### src/rtl/arb_pkg.sv
// Shared types and helpers for the N-port memory arbiter.
package arb_pkg;

    typedef enum logic [1:0] {IDLE, BUSY, DONE} arb_state_e;
    typedef enum logic       {OP_READ, OP_WRITE} arb_op_e;

    // Index width for grant/ptr, never narrower than one bit.
    function automatic int clog2_min1(input int n);
        return (n > 2) ? $clog2(n) : 1;
    endfunction

endpackage

### src/rtl/mem_arbiter_rr_select.sv
// Winner selection: fixed priority or round-robin from ptr, as a
// double-width masked priority encoder so the wrap needs no modulo logic.
module rr_select #(
    parameter int NUM_PORTS = 4,
    parameter int PW        = 2
) (
    input  logic [NUM_PORTS-1:0] active,
    input  logic [PW-1:0]        ptr,
    input  logic                 rr_mode,
    output logic                 valid,
    output logic [PW-1:0]        winner
);

    logic [2*NUM_PORTS-1:0] dbl;

    always_comb begin
        dbl = {active, active};
        // Lower copy only holds ports at or after ptr; upper copy covers the wrap.
        for (int j = 0; j < NUM_PORTS; j++)
            if (rr_mode && (j < int'(ptr))) dbl[j] = 1'b0;
        valid  = 1'b0;
        winner = '0;
        for (int j = 2*NUM_PORTS-1; j >= 0; j--) begin
            if (dbl[j]) begin
                valid  = 1'b1;
                winner = (j >= NUM_PORTS) ? PW'(j - NUM_PORTS) : PW'(j);
            end
        end
    end

endmodule

### src/rtl/mem_arbiter_rr.sv
// N-port arbiter in front of the cacheline adapter; latches the winner's
// command at grant so requester-side changes cannot disturb the memory side.
module mem_arbiter_rr
    import arb_pkg::*;
#(
    parameter int NUM_PORTS = 4,
    parameter int ADDR_W    = 32,
    parameter int LINE_W    = 256,
    parameter int RR_MODE   = 1
) (
    input  logic                        clk,
    input  logic                        rst,
    input  logic [NUM_PORTS-1:0]        req_read,
    input  logic [NUM_PORTS-1:0]        req_write,
    input  logic [NUM_PORTS*ADDR_W-1:0] req_addr,
    input  logic [NUM_PORTS*LINE_W-1:0] req_wdata,
    output logic [NUM_PORTS-1:0]        req_resp,
    output logic [LINE_W-1:0]           req_rdata,
    output logic                        mem_read,
    output logic                        mem_write,
    output logic [ADDR_W-1:0]           mem_address,
    output logic [LINE_W-1:0]           mem_wdata,
    input  logic [LINE_W-1:0]           mem_rdata,
    input  logic                        mem_resp
);

    localparam int PW = clog2_min1(NUM_PORTS);

    arb_state_e          state;
    arb_op_e             op;
    logic [PW-1:0]       ptr, grant, winner;
    logic                win_valid, sel_wr;
    logic [ADDR_W-1:0]   addr_q, sel_addr;
    logic [LINE_W-1:0]   wdata_q, sel_wdata;

    rr_select #(.NUM_PORTS(NUM_PORTS), .PW(PW)) u_sel (
        .active  (req_read | req_write),
        .ptr     (ptr),
        .rr_mode (RR_MODE != 0),
        .valid   (win_valid),
        .winner  (winner)
    );

    always_comb begin
        sel_addr  = '0;
        sel_wdata = '0;
        sel_wr    = 1'b0;
        for (int i = 0; i < NUM_PORTS; i++) begin
            if (winner == PW'(i)) begin
                sel_addr  = req_addr[i*ADDR_W +: ADDR_W];
                sel_wdata = req_wdata[i*LINE_W +: LINE_W];
                sel_wr    = req_write[i];
            end
        end
    end

    always_ff @(posedge clk) begin
        if (rst) begin
            state   <= IDLE;
            ptr     <= '0;
            grant   <= '0;
            op      <= OP_READ;
            addr_q  <= '0;
            wdata_q <= '0;
        end else begin
            unique case (state)
                IDLE: if (win_valid) begin
                    grant   <= winner;
                    op      <= sel_wr ? OP_WRITE : OP_READ;
                    addr_q  <= sel_addr;
                    wdata_q <= sel_wdata;
                    state   <= BUSY;
                end
                BUSY: if (mem_resp) begin
                    state <= DONE;
                    // Explicit wrap so non-power-of-two port counts stay in range.
                    if (RR_MODE != 0)
                        ptr <= (grant == PW'(NUM_PORTS-1)) ? '0 : grant + PW'(1);
                end
                default: state <= IDLE;
            endcase
        end
    end

    assign mem_read    = (state == BUSY) && (op == OP_READ);
    assign mem_write   = (state == BUSY) && (op == OP_WRITE);
    assign mem_address = addr_q;
    assign mem_wdata   = wdata_q;
    assign req_rdata   = ((state == BUSY) && mem_resp) ? mem_rdata : '0;

    always_comb begin
        req_resp = '0;
        for (int i = 0; i < NUM_PORTS; i++)
            if ((state == BUSY) && mem_resp && (grant == PW'(i))) req_resp[i] = 1'b1;
    end

endmodule

### config.mk
export PLATFORM = sky130hd
export DESIGN_NAME = mem_arbiter_rr
export DESIGN_NICKNAME = d
export VERILOG_FILES = /design/src/rtl/arb_pkg.sv /design/src/rtl/mem_arbiter_rr_select.sv /design/src/rtl/mem_arbiter_rr.sv
export SDC_FILE = /design/constraint.sdc
export NUM_CORES = 1
export LEC_CHECK = 0
export ABC_AREA = 1
export BUFFER_PORTS_ARGS = -buffer_cell sky130_fd_sc_hd__buf_2
export CAP_MARGIN = 20
export CELL_PAD_IN_SITES_DETAIL_PLACEMENT = 1
export CELL_PAD_IN_SITES_GLOBAL_PLACEMENT = 2
export CORE_AREA = 2 2 756 758
export CTS_CLUSTER_DIAMETER = 40
export DETAILED_ROUTE_END_ITERATION = 6
export DIE_AREA = 0 0 758 760
export PLACE_DENSITY_LB_ADDON = 0.1
export SETUP_SLACK_MARGIN = 0.3
export SYNTH_ARGS = -nofsm -noshare
export SYNTH_HDL_FRONTEND = slang
export SYNTH_SLANG_ARGS = --single-unit
### constraint.sdc
create_clock -name clk -period 2.1 [get_ports clk]
set_clock_uncertainty 0.2 [all_clocks]
set_input_delay 0.105 -clock clk [delete_from_list [all_inputs] [get_ports clk]]
set_output_delay 0.105 -clock clk [all_outputs]
set_load 0.005 [all_outputs]
==> results of run 1 <==
==> power groups by stage <==
stage / clock, µW / combinational [µW] / sequential [µW]
2_1_floorplan: 0 / 4330 / 6840
3_3_place_gp: 0 / 13500 / 6940
3_5_place_dp: 0 / 13400 / 6940
4_1_cts: 22900 / 16500 / 6870
5_1_grt: 23200 / 17300 / 6940
6_report: 22000 / 15800 / 6840
==> worst paths after layout <==
check / end
setup / recovery: req_rdata[173]
hold / removal: mem_wdata[208]
setup reg to reg: mem_wdata[245]
hold reg to reg: mem_wdata[253]
==> logic make-up (layout without fill, tap and decap cells) <==
group	count (synthesis)	after routing	share of synthesized area (%)
buffers and inverters	663	4461	12.8
and+or+nand+nor	2330	2330	46.9
other	0	180	0
AOI/OAI and AO/OA	580	580	13.2
adders and majority gates	4	4	0.228
DFF	295	295	26.9
==> timing repair <==
action                      CTS  global route
hold endpoints to repair    295             2
hold buffers               1417             2
resized for setup           357           112
pin swaps                     8             8
setup buffers                15             0
setup endpoints to repair   634           603
cloned                        8             1
==> per-layer routing <==
layer	GRT usage, %	vias up
met3	5.15	672
met1	17.6	21458
met4	2.62	206
met2	24.8	1961
met5	0	-
li1	-	20515
==> stage by stage <==
step	util [%]	instances	setup slack (ns)	hold WS (ns)	power, µW
2_1_floorplan	-	3872	0.312	0.0807	11200
3_3_place_gp	7.90	13477	-1.03	0.250	20500
3_5_place_dp	7.90	13477	-0.996	0.251	20400
4_1_cts	11.5	15200	-0.834	-0.267	46300
5_1_grt	11.7	15294	-0.810	0.0122	47400
6_report	11.7	15383	-0.636	0.0257	44700
==> cell type report <==
cell class	instances	share of cell area [%]
timing repair buffer	3889	45.8
tap	7533	14.2
sequential	295	8.90
inverter	287	1.69
antenna	180	0.679
clock inverter	11	0.194
multi-input combinational	2914	21.1
clock buffer	272	7.37
timing repair inverter	2	0.0415
==> cell usage in the layout (no fill, tap or decap), drive strengths merged, types with 288 or more instances in the layout <==
cell / synthesis / routed
a21oi: 291 / 291
buf: 190 / 2469
dfxtp: 295 / 295
dlygate4sd3: 0 / 1419
inv: 286 / 292
nand2: 603 / 603
nand3: 581 / 581
nand4: 291 / 291
nor2: 854 / 854
o21ai: 288 / 288
==> state kept, by name, summed over array words and instances (netlist names) <==
signal       count
ptr              2
grant            2
op               1
state            2
mem_address     32
mem_wdata      256
==> worst reg2reg max path: stages (launching register included) <==
cell      delay (ns)
dfxtp_2         0.32
nand2_1         0.08
nand2_2         0.08
buf_4           0.16
nand2_4         0.11
clkinv_8        0.08
buf_12          0.15
buf_4           0.22
buf_4           0.22
o21ai_0         0.58
nand3_1         0.17
nand2_1         0.09
a21oi_1         0.06
==> impl_metrics.toml, run 1 <==
[grt]
grt_use_total_pct = 14.5
grt_pass1_vias = 48830
grt_first_pass_wirelength_um = 547000
antenna_found_initial = 432
grt_overflow = 0
grt_max_degree = 48

[synth]
yosysMostFrequentCell = "nor2_1"
synth_seq_cells = 295
syn-num-nets = 5295
ys_types = 25
syn-mean-instance-area_um2 = 5.67
ys_top_cells_by_area = "dfxtp_1 (27%), nor2_1 (14%), nand3_1 (13%)"
ys_seq_area_share_pct = 26.9
netlist_instances = 3872
yosys_warnings = 0
ys.flop_type = "dfxtp_1"
syn-cell-area_mm2 = 0.0219
synthArstFlopShare_pct = 0
yosysTopAreaCell = "dfxtp_1"
synth_edf_count = 0
ys_top_cells_by_count = "nor2_1 (846), nand2_1 (597), nand3_1 (580)"
yosys.area.top_type_share_pct = 26.9

[routing]
drc = 0
top_layer = "met5"
met3_wirelength_um = 37000
drt_wl_total_um = 436000
dr.pass1.iters = 5
wl_met2_um = 205000
ant_nets = 0
wire_per_inst_um = 28.3
vias = 44812
via_per_inst = 2.91
m1WireLength_um = 183000
drtIter0Drc = 1824

[critical_path]
required_ns = 1.79
path_class = "reg2out"
cp-start-kind = "register"
critical_path.startpoint = "state[0]"
crit_top_cell = "buf_12"
r2r_start = "ptr[1]"
r2r_setup_slack_ns = -0.56
crit_chain = "inv_2, nor2_4, inv_2, nor2_4, buf_12, inv_16, buf_12, buf_12, clkbuf_16, nor2_2, buf_2"
critPathArrivalTime_ns = 2.43
cp_slowest_stage_delay_ns = 0.32
end_kind = "output port"
cp_top_family = "buffers and inverters"
crit_path_top_delay_cell = "dfxtp_2"
cp.depth = 11
worstRegToRegCells = 12
critPathMaxFanout = 7
crit_buf_inv = 8

[sta]
tns_ns = -207.12
rsz0062_at_grt = "yes"
clock.fmax_ghz = 0.365
min_period_ns = 2.74
tightestPinTransition_ns = 0.856
hold_viol_final = 0
setup_viol = 553
drv_slew = 0
period_share_pct = 130
setup_slack_ns = -0.636
slew_headroom_pct = 42.3

[pwr]
powerDensity_mw_per_mm2 = 674
swShare_pct = 36.5
seq_power_share_pct = 15.3
p_int_uw = 28400
p_leak_uw = 0.0293
vdd_drop_max_v = 0.000670
power.net_switching_uw = 16300
pwr-share-clk_pct = 49.3
pwr-share-comb_pct = 35.4

[place]
gp_congestion = 0.938
numPortBuffers = 1968
place_hpwl_um = 383000
placed_cell_area_mm2 = 0.0448

[run_status]
violations = "negative setup slack"
outcome = "finished, violations left"

[finish]
syn2layout_area_growth_pct = 202
drive_gt1_share_pct = 37.2
fillers = 68087
finalInstanceArea_mm2 = 0.0664
register_area_mm2 = 0.00591
multi_input_area_mm2 = 0.0140
finalNetCount = 8973

[worst_hold_path]
hold_start = "req_read[3]"
min_path_type = "in2reg"
min_path_cells = 10

[die]
initial_utilization_pct = 3.87
die_w_um = 758
io_pins = 1969
die_area_mm2 = 0.576
rows = 277
die-height_um = 760
core_mm2 = 0.568

[clock_network]
cts_tree = "built"
cts.sinks = 295
cts_max_level = 4
clkTransAtPathRegs_ns = 0.04
insertion_delay_ns = 0.83
ctsLongestPathBuffers = 4
cts_buffers = 161
root_buffer = "clkbuf_16"

[run]
maxCapViolations = 0
Note: power is estimated with default switching activity, not from simulation.
==> run 2: changes to the inputs <==
CORE_AREA = 2 2 757 759   (was 2 2 756 758)
DIE_AREA = 0 0 759 761   (was 0 0 758 760)
PLACE_DENSITY_LB_ADDON = 0.05   (was 0.1)
clock period = 3.2 ns   (was 2.1 ns; I/O delays follow)
==> impl_metrics.toml, run 2 (synthesis results as in run 1) <==
[critical_path]
path_class = "reg2out"
cp-start-kind = "register"
timing.rr.end = "mem_wdata[7]"
critPathArrivalTime_ns = 2.48
r2r_setup_slack_ns = 0.46
critPathMaxFanout = 16
r2r_start = "ptr[1]"
worstSetupEndpoint = "req_rdata[122]"
end_kind = "output port"
worstRegToRegCells = 13
required_ns = 2.84
critical_path.startpoint = "state[0]"

[pwr]
powerDensity_mw_per_mm2 = 468
p_leak_uw = 0.0271
seq_power_share_pct = 15.6
vdd_drop_max_v = 0.000330
power.total_uw = 28600
pwr-share-comb_pct = 33.7
pwr-share-clk_pct = 50.6
p_int_uw = 18000
power.net_switching_uw = 10700
swShare_pct = 37.2

[clock_network]
cts.sinks = 295
insertion_delay_ns = 0.80
root_buffer = "clkbuf_16"
clkTransAtPathRegs_ns = 0.04
cts_max_level = 4
cts_buffers = 162
cts_tree = "built"
ctsLongestPathBuffers = 4

[place]
numPortBuffers = 1968
place_hpwl_um = 356000
dp_slack_ns = -0.118
gp_congestion = 0.849

[worst_hold_path]
min_path_type = "in2reg"

[die]
die_area_mm2 = 0.578
die-height_um = 761
initial_utilization_pct = 3.85
rows = 278
io_pins = 1969
die_w_um = 759
core_mm2 = 0.570

[grt]
grt_max_degree = 90
grt_first_pass_wirelength_um = 533000
grt_overflow = 0
grt_pass1_vias = 47364
grt_use_total_pct = 14.0
antenna_found_initial = 418

[finish]
final_common_cell = "buf_2"
final_cell_mix = "buf_2 (1902), dlygate4sd3_1 (1216), nor2_1 (759), nand2_1 (596), nand3_1 (579)"
syn2layout_area_growth_pct = 178
finalNetCount = 8512
drive_gt1_share_pct = 35.4
largest_register_ffs = 256

[sta]
whs_ns = -0.0820
rsz0062_at_grt = "yes"
setup_viol = 0
clock.fmax_ghz = 0.353
tns_ns = 0
period_share_pct = 88.6
drv_slew = 0
setup_slack_ns = 0.364
min_period_ns = 2.84
tightestPinTransition_ns = 0.813
slew_headroom_pct = 45.8
hold_viol_final = 1

[run]
maxCapViolations = 0

[routing]
vias = 43029
drt_wl_total_um = 424000
ant_nets = 0
via_per_inst = 2.89
dr.pass1.iters = 4
drtIter0Drc = 1570
wire_per_inst_um = 28.5
drc = 0

[run_status]
violations = "negative hold slack"
outcome = "finished, violations left"
run 2: cell types whose count changed in the layout (fill, tap and decap cells not counted), moves of 54 or more:
| cell | change |
|---|---|
| buf_6 | -64 |
| buf_12 | -68 |
| buf_2 | +54 |
| buf_4 | -190 |
| dlygate4sd3_1 | -203 |
| nor2_1 | +57 |
run 2: power groups by stage:
stage | registers, µW | logic, µW | clock network, µW
finish | 4470 | 9650 | 14500
global route | 4550 | 10600 | 15300
CTS | 4500 | 10200 | 15200
detailed placement | 4550 | 8420 | 0
global placement | 4550 | 8500 | 0
floorplan | 4490 | 2840 | 0
run 2: routing by layer:
| metal | vias to the layer above | track usage (%) | share of wire (%) |
|---|---|---|---|
| met1 | 20697 | 15.1 | 38 |
| li1 | 19520 | - | - |
| met5 | - | 0 | 0.32 |
| met2 | 1794 | 26.5 | 52 |
| met3 | 814 | 4.88 | 7.6 |
| met4 | 204 | 2.60 | 2.6 |
run 2: cell type report:
cell class	instances	area, µm²
diodes	135	338
clock buffers	256	4850
clock inverters	16	229
fillers	68616	509000
inverters	287	1130
multi-input cells	2914	13700
flip-flops and latches	295	5910
well taps	7560	9460
repair buffers	3429	25500
run 2: what timing repair did:
item	in CTS	in global routing
buffers inserted	13	2
pin swaps	3	3
hold buffers	1216	0
hold endpoints to repair	295	0
gates cloned	12	7
setup endpoints to repair	150	178
gates resized for setup	117	136
run 2: metrics by stage:
| step | instances | util (%) | hold slack (ns) | area (µm²) |
|---|---|---|---|---|
| after global placement | 13235 | 7.37 | 0.251 | 42000 |
| after global routing | 14826 | 10.7 | 0.0672 | 60900 |
| after CTS | 14748 | 10.5 | 0.00114 | 60200 |
| final | 14892 | 10.7 | -0.0820 | 61100 |
| after detailed placement | 13235 | 7.37 | 0.255 | 42000 |
| after floorplan | 3872 | - | 0.142 | 21900 |
run 2: worst min-delay path by stage:
stage	startpoint	end	slack [ns]	cells after the start
final	req_wdata[253]	mem_wdata[253]	-0.08	5
after global routing	rst	mem_wdata[51]	0.07	3
after CTS	req_wdata[130]	mem_wdata[130]	0.001	6
after detailed placement	mem_wdata[163]	mem_wdata[163]	0.25	2
after global placement	mem_wdata[239]	mem_wdata[239]	0.25	2
after floorplan	mem_resp	state[0]	0.14	3
run 2: critical path, stage by stage, from the launching register on:
cell and delay (ns):
dfxtp_2 0.31, inv_1 0.04, nor2_2 0.11, inv_2 0.07, nor2_4 0.08, buf_6 0.14
inv_16 0.06, buf_16 0.25, buf_4 0.14, nor2_4 0.18, buf_6 0.15
